$ cat config.mk
export PLATFORM = sky130hd
export DESIGN_NAME = toggle_stim_gen
export DESIGN_NICKNAME = d
export VERILOG_FILES = /design/src/rtl/toggle_stim_gen_pkg.sv /design/src/rtl/toggle_stim_gen_half_period_toggler.sv /design/src/rtl/toggle_stim_gen.sv
export SDC_FILE = /design/constraint.sdc
export NUM_CORES = 1
export LEC_CHECK = 0
export ABC_AREA = 1
export BUFFER_PORTS_ARGS = -buffer_cell sky130_fd_sc_hd__buf_2
export CORE_MARGIN = 1.5
export CORE_UTILIZATION = 50
export CTS_BUF_LIST = sky130_fd_sc_hd__clkbuf_16
export CTS_CLUSTER_SIZE = 10
export DETAILED_ROUTE_END_ITERATION = 10
export MAX_ROUTING_LAYER = met4
export PLACE_DENSITY = 0.72
export SYNTH_ARGS = -nofsm -noshare
export SYNTH_HDL_FRONTEND = slang
export SYNTH_HIERARCHICAL = 1
export SYNTH_SLANG_ARGS = --single-unit
export TNS_END_PERCENT = 10
$ cat constraint.sdc
create_clock -name clk -period 2.8 [get_ports clk]
set_input_delay 0.28 -clock clk [delete_from_list [all_inputs] [get_ports clk]]
set_output_delay 0.28 -clock clk [all_outputs]
set_load 0.02 [all_outputs]
$ cat src/rtl/toggle_stim_gen_pkg.sv
// ---------------------------------------------------------------------------
// toggle_stim_gen_pkg
//   Shared definitions for the toggle stimulus generator:
//     - state_e   : FSM state encoding (IDLE / RUN / DONE), also the value
//                   presented on the debug state output.
//     - CNT_W_DEF : default width of the run and channel counters.
// ---------------------------------------------------------------------------
package toggle_stim_gen_pkg;

  // Encodings are fixed so the debug state output can be decoded by checkers.
  typedef enum logic [1:0] {
    ST_IDLE = 2'd0,
    ST_RUN  = 2'd1,
    ST_DONE = 2'd2
  } state_e;

  localparam int CNT_W_DEF = 16;

endpackage : toggle_stim_gen_pkg

$ cat src/rtl/toggle_stim_gen_half_period_toggler.sv
// ---------------------------------------------------------------------------
// half_period_toggler
//   One square-wave channel. An internal W-bit counter advances on every
//   enabled cycle; when it reaches HALF-1 the output flips and the counter
//   restarts at 0, so the output toggles every HALF enabled cycles.
//
// Parameters
//   W     counter width
//   HALF  enabled cycles between output toggles (1..2^W-1)
//   INIT  reset / load level of q
//
// Ports
//   clk   clock, rising edge
//   rst   asynchronous active-high reset (q=INIT, count=0)
//   load  forces q=INIT and clears the count; has priority over en
//   en    advances the count by one cycle
//   q     channel output, driven straight from a flop
// ---------------------------------------------------------------------------
module half_period_toggler #(
  parameter int   W    = 16,
  parameter int   HALF = 100,
  parameter logic INIT = 1'b0
) (
  input  logic clk,
  input  logic rst,
  input  logic load,
  input  logic en,
  output logic q
);

  // Terminal count evaluated at W bits; the counter never passes it.
  localparam logic [W-1:0] LP_TERM = W'(HALF - 1);

  logic [W-1:0] r_cnt;
  logic         r_q;

  always_ff @(posedge clk or posedge rst) begin
    if (rst) begin
      r_cnt <= '0;
      r_q   <= INIT;
    end else if (load) begin
      r_cnt <= '0;
      r_q   <= INIT;
    end else if (en) begin
      if (r_cnt == LP_TERM) begin
        r_cnt <= '0;
        r_q   <= ~r_q;
      end else begin
        r_cnt <= r_cnt + 1'b1;
      end
    end
  end

  assign q = r_q;

endmodule : half_period_toggler

$ cat src/rtl/toggle_stim_gen.sv
// ---------------------------------------------------------------------------
// toggle_stim_gen
//   Dual-channel square-wave source feeding the a/b inputs of the inv block.
//   A start pulse launches a run of RUN_LEN cycles during which channel A
//   toggles every A_HALF cycles and channel B every B_HALF cycles. At the end
//   of the run the outputs freeze and done is raised; stop aborts a run and
//   returns the outputs to their idle levels.
//
// Parameters
//   CNT_W    width of all counters and of cycle_cnt
//   A_HALF   cycles between a_out toggles (1..2^CNT_W-1)
//   B_HALF   cycles between b_out toggles (1..2^CNT_W-1)
//   RUN_LEN  RUN cycles per run (1..2^CNT_W-1)
//   A_INIT   idle / reset level of a_out
//   B_INIT   idle / reset level of b_out
//
// Ports
//   clk        clock, rising edge
//   rst        asynchronous active-high reset
//   start      run request, sampled in IDLE and DONE
//   stop       abort request, sampled in RUN only
//   a_out      channel A waveform (to inv.a)
//   b_out      channel B waveform (to inv.b)
//   busy       high while in RUN
//   done       high while in DONE
//   cycle_cnt  RUN cycles elapsed in the current or last run
//   dbg_state  current FSM state (state_e encoding)
//
// Handshake: start and stop are level-sampled single-cycle requests with no
// acknowledge; a request is acted on at the next rising edge if the FSM is in
// a state that samples it, and is otherwise dropped without side effects.
// ---------------------------------------------------------------------------
module toggle_stim_gen
  import toggle_stim_gen_pkg::*;
#(
  parameter int   CNT_W   = CNT_W_DEF,
  parameter int   A_HALF  = 100,
  parameter int   B_HALF  = 50,
  parameter int   RUN_LEN = 1000,
  parameter logic A_INIT  = 1'b0,
  parameter logic B_INIT  = 1'b1
) (
  input  logic             clk,
  input  logic             rst,
  input  logic             start,
  input  logic             stop,
  output logic             a_out,
  output logic             b_out,
  output logic             busy,
  output logic             done,
  output logic [CNT_W-1:0] cycle_cnt,
  output logic [1:0]       dbg_state
);

  // Last cycle_cnt value of a run; the counter holds here instead of wrapping.
  localparam logic [CNT_W-1:0] LP_LAST = CNT_W'(RUN_LEN - 1);

  state_e           r_state;
  logic             r_busy;
  logic             r_done;
  logic [CNT_W-1:0] r_cycle_cnt;

  logic w_in_run;
  logic w_load;
  logic w_en;

  assign w_in_run = (r_state == ST_RUN);

  // Channels reload their INIT level when a run starts (start in IDLE/DONE)
  // and when a run is aborted (stop in RUN). They only advance in RUN cycles
  // that are not being aborted; in DONE they simply hold, which freezes the
  // outputs at whatever level the final RUN edge produced.
  assign w_load = w_in_run ? stop : start;
  assign w_en   = w_in_run & ~stop;

  // -------------------------------------------------------------------------
  // FSM and run counter. busy/done are registered alongside the state from
  // the same next-state decision, so they change on the same edge as the
  // state with no extra latency.
  // -------------------------------------------------------------------------
  always_ff @(posedge clk or posedge rst) begin
    if (rst) begin
      r_state     <= ST_IDLE;
      r_busy      <= 1'b0;
      r_done      <= 1'b0;
      r_cycle_cnt <= '0;
    end else begin
      case (r_state)
        ST_IDLE, ST_DONE: begin
          if (start) begin
            r_state     <= ST_RUN;
            r_busy      <= 1'b1;
            r_done      <= 1'b0;
            r_cycle_cnt <= '0;
          end
        end

        ST_RUN: begin
          if (stop) begin
            // Abort wins over a coincident terminal count; cycle_cnt is
            // kept so the abort point can be inspected.
            r_state <= ST_IDLE;
            r_busy  <= 1'b0;
            r_done  <= 1'b0;
          end else if (r_cycle_cnt == LP_LAST) begin
            r_state <= ST_DONE;
            r_busy  <= 1'b0;
            r_done  <= 1'b1;
          end else begin
            r_cycle_cnt <= r_cycle_cnt + 1'b1;
          end
        end

        default: begin
          r_state <= ST_IDLE;
          r_busy  <= 1'b0;
          r_done  <= 1'b0;
        end
      endcase
    end
  end

  // -------------------------------------------------------------------------
  // Channel generators
  // -------------------------------------------------------------------------
  half_period_toggler #(
    .W    (CNT_W),
    .HALF (A_HALF),
    .INIT (A_INIT)
  ) u_chan_a (
    .clk  (clk),
    .rst  (rst),
    .load (w_load),
    .en   (w_en),
    .q    (a_out)
  );

  half_period_toggler #(
    .W    (CNT_W),
    .HALF (B_HALF),
    .INIT (B_INIT)
  ) u_chan_b (
    .clk  (clk),
    .rst  (rst),
    .load (w_load),
    .en   (w_en),
    .q    (b_out)
  );

  assign busy      = r_busy;
  assign done      = r_done;
  assign cycle_cnt = r_cycle_cnt;
  assign dbg_state = r_state;

endmodule : toggle_stim_gen

==> results of run 1 <==
-- cells by family (layout without fill, tap and decap cells) --
kind of cell / count (synthesis) / in the layout / synth area share (%)
adder cells (fa/ha/maj): 4 / 4 / 1.44
flip-flops: 53 / 53 / 38.1
XOR/XNOR: 11 / 11 / 2.76
AO/OA/AOI/OAI: 61 / 61 / 9.69
AND/OR/NAND/NOR: 303 / 303 / 39.8
buffers and inverters: 72 / 100 / 8.18
-- cell type report --
type | instances | area, sq um
inverter | 64 | 240
timing repair buffer | 28 | 148
multi-input combinational | 379 | 1870
clock buffer | 5 | 125
fill | 660 | 2930
tap | 80 | 100
sequential | 53 | 1330
clock inverter | 3 | 13.8
-- layout by cell type (no fill, tap or decap), types with 5 or more instances in the layout --
cell type / synthesis / layout
nand2_2: 8 / 8
o21ai_1: 7 / 7
clkbuf_16: 0 / 5
nand4_1: 13 / 13
a21oi_1: 23 / 23
nor2_2: 11 / 11
o21ai_0: 19 / 19
xor2_1: 7 / 7
buf_2: 0 / 25
nand2_4: 6 / 6
inv_2: 10 / 10
nor2_4: 9 / 9
nand2_1: 147 / 147
inv_1: 54 / 55
o211ai_1: 10 / 10
nand3_1: 32 / 32
nor2_1: 72 / 72
dfrtp_1: 52 / 52
-- final timing paths --
check                              from  slack [ps]  depth (start not counted)                  to
setup / recovery           dbg_state[1]         540                          9   u_chan_a/r_cnt[4]
hold / removal                      rst         110                          2  u_chan_a/r_cnt[11]
setup reg to reg           dbg_state[1]         540                          9   u_chan_a/r_cnt[4]
hold reg to reg              u_chan_b/q         480                          2          u_chan_b/q
max in group asynchronous           rst        2180                          2       cycle_cnt[12]
min in group clk                  start         400                          4                busy
-- worst max-delay path, cell delays in order, from the launching register on --
cell	delay (ps)
dfrtp_1	430
nor2_4	220
inv_2	150
a21oi_1	560
inv_2	210
nand2_4	180
nand2_4	70
nor2_1	110
xor2_1	150
a21oi_1	50
-- flip-flops by register name (all words and copies together) (netlist names) --
name and flops:
u_chan_b/q 1, cycle_cnt 16, u_chan_b/r_cnt 16, u_chan_a/q 1, u_chan_a/r_cnt 16, busy 1
dbg_state 2
-- report_power, final --
part | switching (mW) | internal, mW | leakage [nW]
Combinational | 0.435 | 0.159 | 1.01
Clock | 0.274 | 0.326 | 0.0748
Sequential | 0.0676 | 0.834 | 0.727
-- routing by layer --
metal  GRT usage (%)  vias up  wire length (um)
met5               -        -                 0
met4            7.04        0               151
met3            3.43       15               263
met2            37.9       57              3730
met1            31.6     1507              3710
li1                -     1648                 -
==> summary.md, run 1 <==
| Metric | Value |
|---|---|
| Initial core utilization | 51.6% |
| Maximum Capacitance Violations | 0 |
| Finished Layout Cells | 612 |
| Post_cts resized | 0 |
| #FFs+latches synth | 53 |
| Layout Skew | 6.22 ps |
| I/O Buffers | 25 |
| DR vias/cell | 5.27 |
| Total power | 2.10 mW |
| Pwr per Cell Area | 547 nW/um^2 |
| Area leader, netlist | dfrtp_1 |
| Rel. slew slack | 44.0% |
| Yosys top cell area share | 37.3% |
| Total wire length | 7850 um |
| RSZ-0062 raised after global routing | no |
| Final Net Count | 539 |
| Min Hold Slack | 108 ps |
| Post-Syn Area | 3490 sq um |
| Max VDD drop | 0.000271 V |
| Layout cell share with drive strength beyond 1 | 15.8% |
| Area growth syn-to-layout | 9.80% |
| Netlist cell types | 27 |
| GRT Util Overall | 23.8% |
| Initial drt markers | 221 |
| # hold bufs at CTS | 0 |
| Die height | 86.5 um |
| Tmin final | 2260 ps |
| Pins Over Slew Limit | 0 |
| Largest net degree at the start of global routing | 24 |
| Worst Hold Class | primary input to async pin |
| GR Overflow Total | 0 |
| Synth cell count leaders | nand2_1, nor2_1, inv_1 |
| First-pass GRT wire length | 13,800 um |
| Synth Flop Type | dfrtp_1 |
| Seq/Total Area, Yosys | 38.1% |
| Status | finished, final reports clean |
| Worst path required time | 2980 ps |
| CP Capture Type | flop |
| Wirelength per Cell | 12.8 um |
| Worst-Skew Late Latency | 290 ps |
| Post-synth EDFFs | 0 |
| Row cnt | 30 |
| Buffer count from post-CTS setup fixing | 0 |
| Lkg Pwr | 1.81 nW |
| Critical path peak fanout | 11 |
| # clock sinks | 53 |
| CTS buffer count | 5 |
| CP Class | flop to flop |
| Period utilization | 80.9% |
| DRT antenna net count | 0 |
| Placed cell count | 604 |
| Pre-CTS WS | 541 ps |
| Core box area | 6760 sq um |
| DRT Pass-1 Iters | 4 |
| Most numerous cell in the Yosys netlist | nand2_1 |
| Worst setup margin | 536 ps |
| Util after Layout | 56.6% |
| Via count | 3,227 |
| Worst Path Arrival | 2440 ps |
| Clock Path Buffers | 2 |
| Placed cell areas | 3690 sq um |
| Slew @ Worst Pin | 840 ps |
| Setup_tns | 0 ps |
| Die Wd | 86.5 um |
| IO Pins | 26 |
| Vias in the first global route | 2,977 |
| Avg Inst Size Synth | 6.92 sq um |
| H-tree levels | 2 |
| Root Driver | clkbuf_16 |
| Async set-or-reset flop fraction in the synthesized netlist | 100% |
| Crit start category | flop |
| Maximum clock frequency | 442 MHz |
| Endpoints failing hold | 0 |
| Diodes inserted | 0 |
| Die area | 7480 sq um |
| Synth area leaders | dfrtp_1, nand2_1, nor2_1 |
| Clock Pin Slew Worst Setup and Hold Paths | 70 ps |
| Ys Warns | 6 |
| Post-route cell area | 3830 sq um |
| DRC | 0 |
| CTS tree | yes |
| Hpwl dp | 5820 um |
| Routability cong. | 0.905 |
| Synth Net Count | 512 |
| Initial antenna violation count | 0 |
| Setup Viol. Count Final | 0 |
| Post-Syn Instances | 504 |
Note: power is estimated with default switching activity, not from simulation.
==> run 2, diff against run 1 <==
ABC_AREA = 0   (was 1)
PLACE_DENSITY = 0.73   (was 0.72)
clock period = 2.3 ns   (was 2.8 ns; I/O delays follow)
==> summary.md, run 2 <==
| Metric | Value |
|---|---|
| Part of the power in registers | 42.5% |
| Async set-or-reset flop fraction in the synthesized netlist | 100% |
| Post-Syn Area | 3110 sq um |
| CP Class | flop to flop |
| Rel. slew slack | 51.4% |
| Met2 WL | 3250 um |
| Worst setup margin | 167 ps |
| Period utilization | 92.8% |
| Area leader, netlist | dfrtp_1 |
| Initial core utilization | 52.1% |
| Layout Skew | 4.98 ps |
| # hold bufs at CTS | 0 |
| M1 WL | 3450 um |
| Met3 wire length | 365 um |
| Maximum clock frequency | 469 MHz |
| Status | finished, final reports clean |
| Post-Syn Instances | 333 |
| Total wire length | 7230 um |
| Most common cell after layout, fill and taps aside | dfrtp_1 |
| DRT antenna net count | 0 |
| Most numerous cell in the Yosys netlist | dfrtp_1 |
| Initial drt markers | 203 |
| Clock Path Buffers | 2 |
| Clk network pwr share | 31.5% |
| First-pass GRT wire length | 12,000 um |
| IO Pins | 26 |
| Seq/Total Area, Yosys | 42.7% |
| Largest net degree at the start of global routing | 23 |
| Max VDD drop | 0.000464 V |
| Endpoints failing hold | 0 |
| Yosys top cell area share | 41.9% |
| Sw frac | 34.1% |
| Critical path peak fanout | 13 |
| Root Driver | clkbuf_16 |
| Setup_tns | 0 ps |
| Psw | 909 uW |
| Synth cell count leaders | dfrtp_1, nand2_1, nor2_1 |
| GR Overflow Total | 0 |
| Setup Viol. Count Final | 0 |
| Initial antenna violation count | 0 |
| Pre-CTS WS | 201 ps |
| CP Capture Type | flop |
| Netlist cell types | 62 |
| Pwr per Cell Area | 762 nW/um^2 |
| Synth Flop Type | dfrtp_1 |
| Max layer used | met4 |
| DR vias/cell | 6.38 |
| #FFs+latches synth | 53 |
| Ys Warns | 6 |
| DRC | 0 |
| Avg Inst Size Synth | 9.33 sq um |
| Clock Pin Slew Worst Setup and Hold Paths | 70 ps |
| Register-to-register setup slack | 170 ps |
| Synth area leaders | dfrtp_1, a31oi_1, xnor2_1 |
| Slew @ Worst Pin | 728 ps |
| Wirelength per Cell | 16.4 um |
| Maximum Capacitance Violations | 0 |
| Gate power share | 26.0% |
| GRT Util Overall | 23.6% |
| Row cnt | 28 |
| Routability cong. | 0.921 |
| Placed cell areas | 3320 sq um |
| Die height | 81.8 um |
| DRT Pass-1 Iters | 4 |
| Post-synth EDFFs | 0 |
| Area growth syn-to-layout | 12.5% |
| Worst path required time | 2440 ps |
| Internal Power | 1.76 mW |
| Worst R2R Start | cycle_cnt[0] |
| Via count | 2,807 |
| Crit start category | flop |
| Post_cts resized | 0 |
| Worst Hold Class | primary input to async pin |
| Final Net Count | 372 |
| Commonest non-fill, non-tap cells in the layout | dfrtp_1, nand2_1, nor2_1 |
| Layout cell share with drive strength beyond 1 | 17.5% |
| CTS buffer count | 5 |
| Total power | 2.66 mW |
| I/O Buffers | 25 |
| Hpwl dp | 4960 um |
| Worst-Skew Late Latency | 290 ps |
| Die Wd | 81.8 um |
| RSZ-0062 raised after global routing | no |
| Buffer count from post-CTS setup fixing | 0 |
| Vias in the first global route | 2,484 |
| Die area | 6690 sq um |
| # clock sinks | 53 |
| Synth Net Count | 341 |
| Core box area | 5960 sq um |
| Lkg Pwr | 1.42 nW |
| H-tree levels | 2 |
| Start point of the critical path | cycle_cnt[0] |
| CTS tree | yes |
| Pins Over Slew Limit | 0 |
| Post-route cell area | 3490 sq um |
| Tmin final | 2130 ps |
| Worst Path Arrival | 2270 ps |
| Diodes inserted | 0 |
==> run 2: cell count changes after synthesis, sizes merged, moves of 7 or more <==
cell and delta:
a21oi -21, nand2 -131, nor2 -63, or3 +7
xnor2 +9, o21ai -11, nand3 -17, nor4 +16
nor3 +9, a31oi +24, nand2b +7, inv -48
==> run 2: cell type report <==
| cell class | instances | area [sq um] |
|---|---|---|
| fill | 544 | 2460 |
| clock inverter | 3 | 41.3 |
| inverter | 16 | 60.1 |
| timing repair buffer | 34 | 193 |
| multi-input combinational | 254 | 1650 |
| tap | 75 | 93.8 |
| clock buffer | 5 | 125 |
| sequential | 53 | 1330 |
==> run 2: final timing paths <==
check                      cells after the start                  to
min                                            2  u_chan_a/r_cnt[13]
max reg2reg                                    5        cycle_cnt[0]
min reg2reg                                    1  u_chan_a/r_cnt[15]
max                                            5        cycle_cnt[0]
max in group asynchronous                      2       cycle_cnt[12]
min in group clk                               3        dbg_state[1]
==> run 2: per-stage QoR <==
stage	util (%)	instances	hold WS, ps
after floorplan	-	333	155
after global placement	55.8	432	374
after detailed placement	55.8	432	379
after CTS	58.6	440	83.7
after global routing	58.7	440	114
final	58.7	440	57.6
==> run 2: power by group through the flow <==
stage | registers [mW] | clock network [mW] | logic, mW
floorplan | 1.21 | 0 | 0.382
CTS | 1.13 | 0.858 | 0.687
global placement | 1.14 | 0 | 0.672
global route | 1.14 | 0.895 | 0.763
finish | 1.13 | 0.839 | 0.693
detailed placement | 1.14 | 0 | 0.685
==> run 2: cells by family (layout without fill, tap and decap cells) <==
logic type	count (synthesis)	after routing	share of synthesized area [%]
simple gates	162	162	30.4
compound gates	68	68	15.4
flops	53	53	42.7
buf+inv	26	58	4.15
xor+xnor	18	18	5.08
fa+ha+maj	4	4	1.61
mux	2	2	0.645
==> run 2: layer usage <==
layer,vias to the layer above,track usage (%)
met4,0,7.63
met2,105,34.3
met1,1354,33.9
met3,23,3.33
met5,-,-
li1,1325,-
==> run 2: critical path, stage by stage, from the launching register on <==
cell and delay, ps:
dfrtp_1 400, ha_1 240, or4bb_1 410, or4_4 630, nand2_1 200, mux2i_1 90
